## src/rtl/ram_loader.sv

```systemverilog
// ram_loader: CPU main memory with a sequential byte loader and a check/display port.
module ram_loader #(
    parameter int unsigned ADDR_W = 8
) (
    input  logic              clk,
    input  logic              rst,
    input  logic [1:0]        cpustate,
    input  logic [15:0]       memaddr,
    input  logic [7:0]        data_out,
    input  logic              read,
    input  logic              write,
    output logic [7:0]        data_in,
    input  logic              ld_valid,
    input  logic [7:0]        ld_data,
    output logic              ld_ready,
    output logic [ADDR_W:0]   ld_cnt,
    output logic              ld_full,
    input  logic              chk_step,
    output logic [ADDR_W-1:0] chk_addr,
    output logic [7:0]        chk_data,
    output logic              addr_err,
    output logic [1:0]        mode
);

    localparam int unsigned DEPTH = 1 << ADDR_W;
    localparam int unsigned CNT_W = ADDR_W + 1;

    typedef enum logic [1:0] {
        S_IDLE  = 2'b00,
        S_LOAD  = 2'b01,
        S_RUN   = 2'b10,
        S_CHECK = 2'b11
    } state_t;

    logic [7:0] mem [DEPTH];

    state_t            state_q,    state_d;
    logic [ADDR_W-1:0] load_ptr_q, load_ptr_d;
    logic [ADDR_W-1:0] chk_addr_q, chk_addr_d;
    logic [CNT_W-1:0]  ld_cnt_q,   ld_cnt_d;
    logic              ld_full_q,  ld_full_d;
    logic              addr_err_q, addr_err_d;
    logic              ld_ready_q, ld_ready_d;

    logic              mem_we_c;
    logic [ADDR_W-1:0] mem_waddr_c;
    logic [7:0]        mem_wdata_c;
    logic [ADDR_W-1:0] cpu_addr_c;
    logic              cpu_hi_c;

    assign cpu_addr_c = memaddr[ADDR_W-1:0];
    assign cpu_hi_c   = (memaddr[15:ADDR_W] != '0);

    // Next-state, pointer updates and memory write selection, judged by the current state
    always_comb begin
        state_d     = state_t'(cpustate);
        load_ptr_d  = load_ptr_q;
        chk_addr_d  = chk_addr_q;
        ld_cnt_d    = ld_cnt_q;
        ld_full_d   = ld_full_q;
        addr_err_d  = addr_err_q;
        mem_we_c    = 1'b0;
        mem_waddr_c = load_ptr_q;
        mem_wdata_c = ld_data;

        case (state_q)
            S_LOAD: begin
                if (ld_valid) begin
                    mem_we_c    = 1'b1;
                    mem_waddr_c = load_ptr_q;
                    mem_wdata_c = ld_data;
                    load_ptr_d  = load_ptr_q + ADDR_W'(1);
                    if (ld_cnt_q < CNT_W'(DEPTH)) begin
                        ld_cnt_d = ld_cnt_q + CNT_W'(1);
                    end
                    if (load_ptr_q == ADDR_W'(DEPTH - 1)) begin
                        ld_full_d = 1'b1;
                    end
                end
            end
            S_RUN: begin
                if (write) begin
                    mem_we_c    = 1'b1;
                    mem_waddr_c = cpu_addr_c;
                    mem_wdata_c = data_out;
                end
                if ((read || write) && cpu_hi_c) begin
                    addr_err_d = 1'b1;
                end
            end
            S_CHECK: begin
                if (chk_step) begin
                    chk_addr_d = chk_addr_q + ADDR_W'(1);
                end
            end
            default: begin
            end
        endcase

        // Entry actions on the edge that changes the state
        if (state_d == S_LOAD && state_q != S_LOAD) begin
            load_ptr_d = '0;
            ld_cnt_d   = '0;
            ld_full_d  = 1'b0;
        end
        if (state_d == S_CHECK && state_q != S_CHECK) begin
            chk_addr_d = '0;
        end

        ld_ready_d = (state_d == S_LOAD);
    end

    // State and control registers with asynchronous reset
    always_ff @(posedge clk or posedge rst) begin
        if (rst) begin
            state_q    <= S_IDLE;
            load_ptr_q <= '0;
            chk_addr_q <= '0;
            ld_cnt_q   <= '0;
            ld_full_q  <= 1'b0;
            addr_err_q <= 1'b0;
            ld_ready_q <= 1'b0;
        end else begin
            state_q    <= state_d;
            load_ptr_q <= load_ptr_d;
            chk_addr_q <= chk_addr_d;
            ld_cnt_q   <= ld_cnt_d;
            ld_full_q  <= ld_full_d;
            addr_err_q <= addr_err_d;
            ld_ready_q <= ld_ready_d;
        end
    end

    // Memory array: contents survive reset, but a write coinciding with reset is dropped
    always_ff @(posedge clk) begin
        if (!rst && mem_we_c) begin
            mem[mem_waddr_c] <= mem_wdata_c;
        end
    end

    assign data_in  = (state_q == S_RUN && read) ? mem[cpu_addr_c] : 8'h00;
    assign chk_data = mem[chk_addr_q];
    assign chk_addr = chk_addr_q;
    assign ld_cnt   = ld_cnt_q;
    assign ld_full  = ld_full_q;
    assign ld_ready = ld_ready_q;
    assign addr_err = addr_err_q;
    assign mode     = state_q;

endmodule

```

## config.mk

```make
export PLATFORM = sky130hd
export DESIGN_NAME = ram_loader
export DESIGN_NICKNAME = d
export VERILOG_FILES = /design/src/rtl/ram_loader.sv
export SDC_FILE = /design/constraint.sdc
export NUM_CORES = 2
export LEC_CHECK = 0
export CORE_MARGIN = 10
export CORE_UTILIZATION = 35
export CTS_CLUSTER_DIAMETER = 120
export DETAILED_ROUTE_END_ITERATION = 16
export GPL_ROUTABILITY_DRIVEN = 0
export PLACE_DENSITY = 0.47
export SLEW_MARGIN = 10
export SYNTH_ARGS = -nofsm -noshare
export SYNTH_HDL_FRONTEND = slang
export SYNTH_SLANG_ARGS = --single-unit
```

## constraint.sdc

```tcl
create_clock -name clk -period 13.9 [get_ports clk]
set_clock_uncertainty 0.2 [all_clocks]
set_input_delay 4.17 -clock clk [delete_from_list [all_inputs] [get_ports clk]]
set_output_delay 4.17 -clock clk [all_outputs]
set_load 0.03 [all_outputs]
```

==> results by group <==
STA
  – Max Freq: 72.4 MHz
  – Unrepaired setup endpoints after global routing: false
  – Slew Limit Headroom: 12.6%
  – Fin. max-slew vios: 0
  – Fin. Hold Viols: 0
  – Final setup viols: 0
  – Worst slew pin tran: 1.31 ns
  – Setup TNS: 0 ns
  – Post-layout min period: 13.81 ns
  – Period utilisation layout: 99.4%
  – Setup ws final: 0.0868 ns

Layout
  – Nets: 5,772
  – Ratio of cells with drive above 1 in the final layout: 22.4%
  – Final Cell Area: 111,000 µm²
  – Most frequent cells in the layout: 2,048 x edfxtp_1, 694 x mux4_2, 687 x mux2i_1, 351 x nor2_1, 233 x clkbuf_16
  – Synth-to-Final Area Change: 12.2%
  – Finished Layout Cells: 9,673
  – Core Util, Final: 39.5%
  – Most common cell after layout, fill and taps aside: edfxtp_1

Synth
  – Top_reg_cell synth: edfxtp_1
  – Syn nets: 5,682
  – Ys async rst share: 1.44%
  – Post-synthesis sequential area ratio: 62.8%
  – Synth Cell Area: 99,200 µm²
  – Synth Register Bits: 2,078
  – YS warnings: 0
  – Post-synth cell types: 82
  – Post-synth EDFFs: 2,048
  – Cells after synthesis: 5,636
  – Average size of a mapped cell: 17.6 µm²

Die
  – Core area: 282,000 µm²
  – Full die area: 305,000 µm²
  – Cell Rows: 195
  – Die Wd: 552 µm
  – Initial core utilization: 35.2%
  – Die H: 552 µm
  – I/O Pins: 78

Setup path
  – R2R setup slack: 9.17 ns
  – R2R Path Start: mode[0]
  – Critical path class: input port to output port
  – Worst-path fanout max: 15
  – CP max stage delay: 1.21 ns
  – CP max stage cell: clkdlybuf4s50_1
  – Worst path cell trace: clkdlybuf4s50_1, or3_1, nor2_1, a32oi_1, o21ai_0, a2111oi_1, nand4_1, o21ai_1, buf_12
  – Critical path endpoint category: output port
  – Worst Path Required: 9.53 ns
  – Worst-case reg-to-reg path depth: 8
  – FF-to-FF End: mem[210][6]
  – Setup crit start: memaddr[5]
  – Startpoint Class: input port
  – Worst EP arrival: 9.44 ns
  – CP endpoint: data_in[2]

CTS
  – CTS Buf Count: 233
  – Cts hold-fix bufs: 0
  – Post_cts resized: 0
  – CTS tree: built
  – Clock latency on the worst-skew pair: 0.91 ns
  – CTS Root Cell: clkbuf_16
  – Post-CTS Setup Bufs: 0
  – Clock transition at path regs: 0.06 ns
  – # clock sinks: 2,078
  – Bufs on Longest Clock Path: 4
  – H-tree levels: 4

Run status
  – Run status: finished, final reports clean

Power and ir drop
  – Power Density: 134 nW/µm²
  – Worst vdd ir: 0.107 mV
  – Leakage: 34.1 nW

Placed design
  – HPWL Detailed: 265,000 µm
  – Worst slack at placement: 0.0929 ns
  – Placed insts: 9,234
  – Area after DPL: 104,000 µm²
  – Port-buffer cells: 77

Drt
  – DRT iter0 DRCs: 8,245
  – ANT nets after route: 0
  – Number of remaining DRC errors: 0
  – Routed vias: 60,769
  – Final wirelength: 388,000 µm
  – Drt pass-1 iters: 6
  – Routed WL per cell: 40.1 µm
  – Vias per std cell: 6.28

Hold path
  – Hold WC Path Type: flip-flop to flip-flop

GRT
  – Total GRT Usage: 24.5%
  – Largest net degree at the start of global routing: 98
  – Total gr overflow: 0
  – Vias in the first global route: 59,766
  – Antenna violations before repair: 28
  – Global-route wire length before repair: 527,000 µm

Job
  – Max cap viols: 0
-- worst max-delay path, delay by kind of cell --
family / cells / cell delay [ns]
AND/OR/NAND/NOR: 3 / 1.72
AO/OA/AOI/OAI: 4 / 2.09
buffers and inverters: 2 / 1.41
-- cells by family (layout without fill, tap and decap cells) --
| family | count (synthesis) | after routing | synth area share, % |
|---|---|---|---|
| DFF | 2078 | 2078 | 62.8 |
| muxes | 1458 | 1458 | 24.6 |
| and+or+nand+nor | 881 | 881 | 4.00 |
| AOI/OAI and AO/OA | 742 | 742 | 5.38 |
| buffers and inverters | 455 | 734 | 3.00 |
| xor gates and xnor gates | 16 | 16 | 0.141 |
| adders and majority gates | 6 | 6 | 0.0757 |
| other | 0 | 15 | 0 |
-- synth_stat cells, types with 78 or more instances --
library cell / number / area share [%]
nor2_1: 359 / 1.4
o22ai_1: 89 / 0.56
a21oi_1: 79 / 0.40
a22oi_1: 191 / 1.4
o221ai_1: 93 / 0.82
buf_2: 151 / 0.76
edfxtp_1: 2048 / 62
clkbuf_1: 129 / 0.49
mux4_2: 694 / 16
nand3_1: 78 / 0.39
nand2_1: 228 / 0.86
mux2i_1: 687 / 6.9
-- flip-flops by register name, summed over array words and instances (netlist names) --
| signal | count |
|---|---|
| load_ptr_q | 8 |
| mode | 2 |
| ld_ready | 1 |
| addr_err | 1 |
| ld_cnt | 9 |
| ld_full | 1 |
| mem | 2048 |
| chk_addr | 8 |
-- metal layers --
layer	global-route usage [%]	wire length, µm	up-vias
met3	5.48	34900	710
met4	10.2	19600	8
li1	-	-	23971
met1	33.6	159000	32727
met2	37.7	175000	3353
met5	0	54	-
-- through the flow --
stage | hold slack, ns | power (mW)
4_1_cts | 0.380 | 14.9
2_1_floorplan | 0.335 | 8.29
3_5_place_dp | 0.367 | 8.91
3_3_place_gp | 0.349 | 8.91
5_1_grt | 0.417 | 15.3
6_report | 0.374 | 14.9
-- layout make-up --
class / count / area [µm²]
inverter: 10 / 45.0
tap: 3743 / 4680
multi-input combinational: 3103 / 34200
fill: 25665 / 171000
sequential: 2078 / 62300
antenna: 15 / 37.5
timing repair buffer: 300 / 2770
clock buffer: 288 / 6080
clock inverter: 136 / 1220
-- power by group --
part / internal (mW) / switching (mW) / total, mW
Sequential: 6.94 / 0.0321 / 6.97
Combinational: 0.673 / 1.15 / 1.82
Clock: 3.46 / 2.63 / 6.08
-- worst min path at each step --
stage	startpoint	endpoint	slack, ns	depth (start not counted)
floorplan	load_ptr_q[0]	load_ptr_q[0]	0.34	2
global placement	ld_cnt[4]	ld_cnt[4]	0.35	2
detailed placement	ld_cnt[8]	ld_cnt[8]	0.37	2
CTS	ld_cnt[8]	ld_cnt[8]	0.38	2
global route	ld_cnt[4]	ld_cnt[4]	0.42	2
finish	ld_cnt[4]	ld_cnt[4]	0.37	2
(Power assumes the default switching activity.)
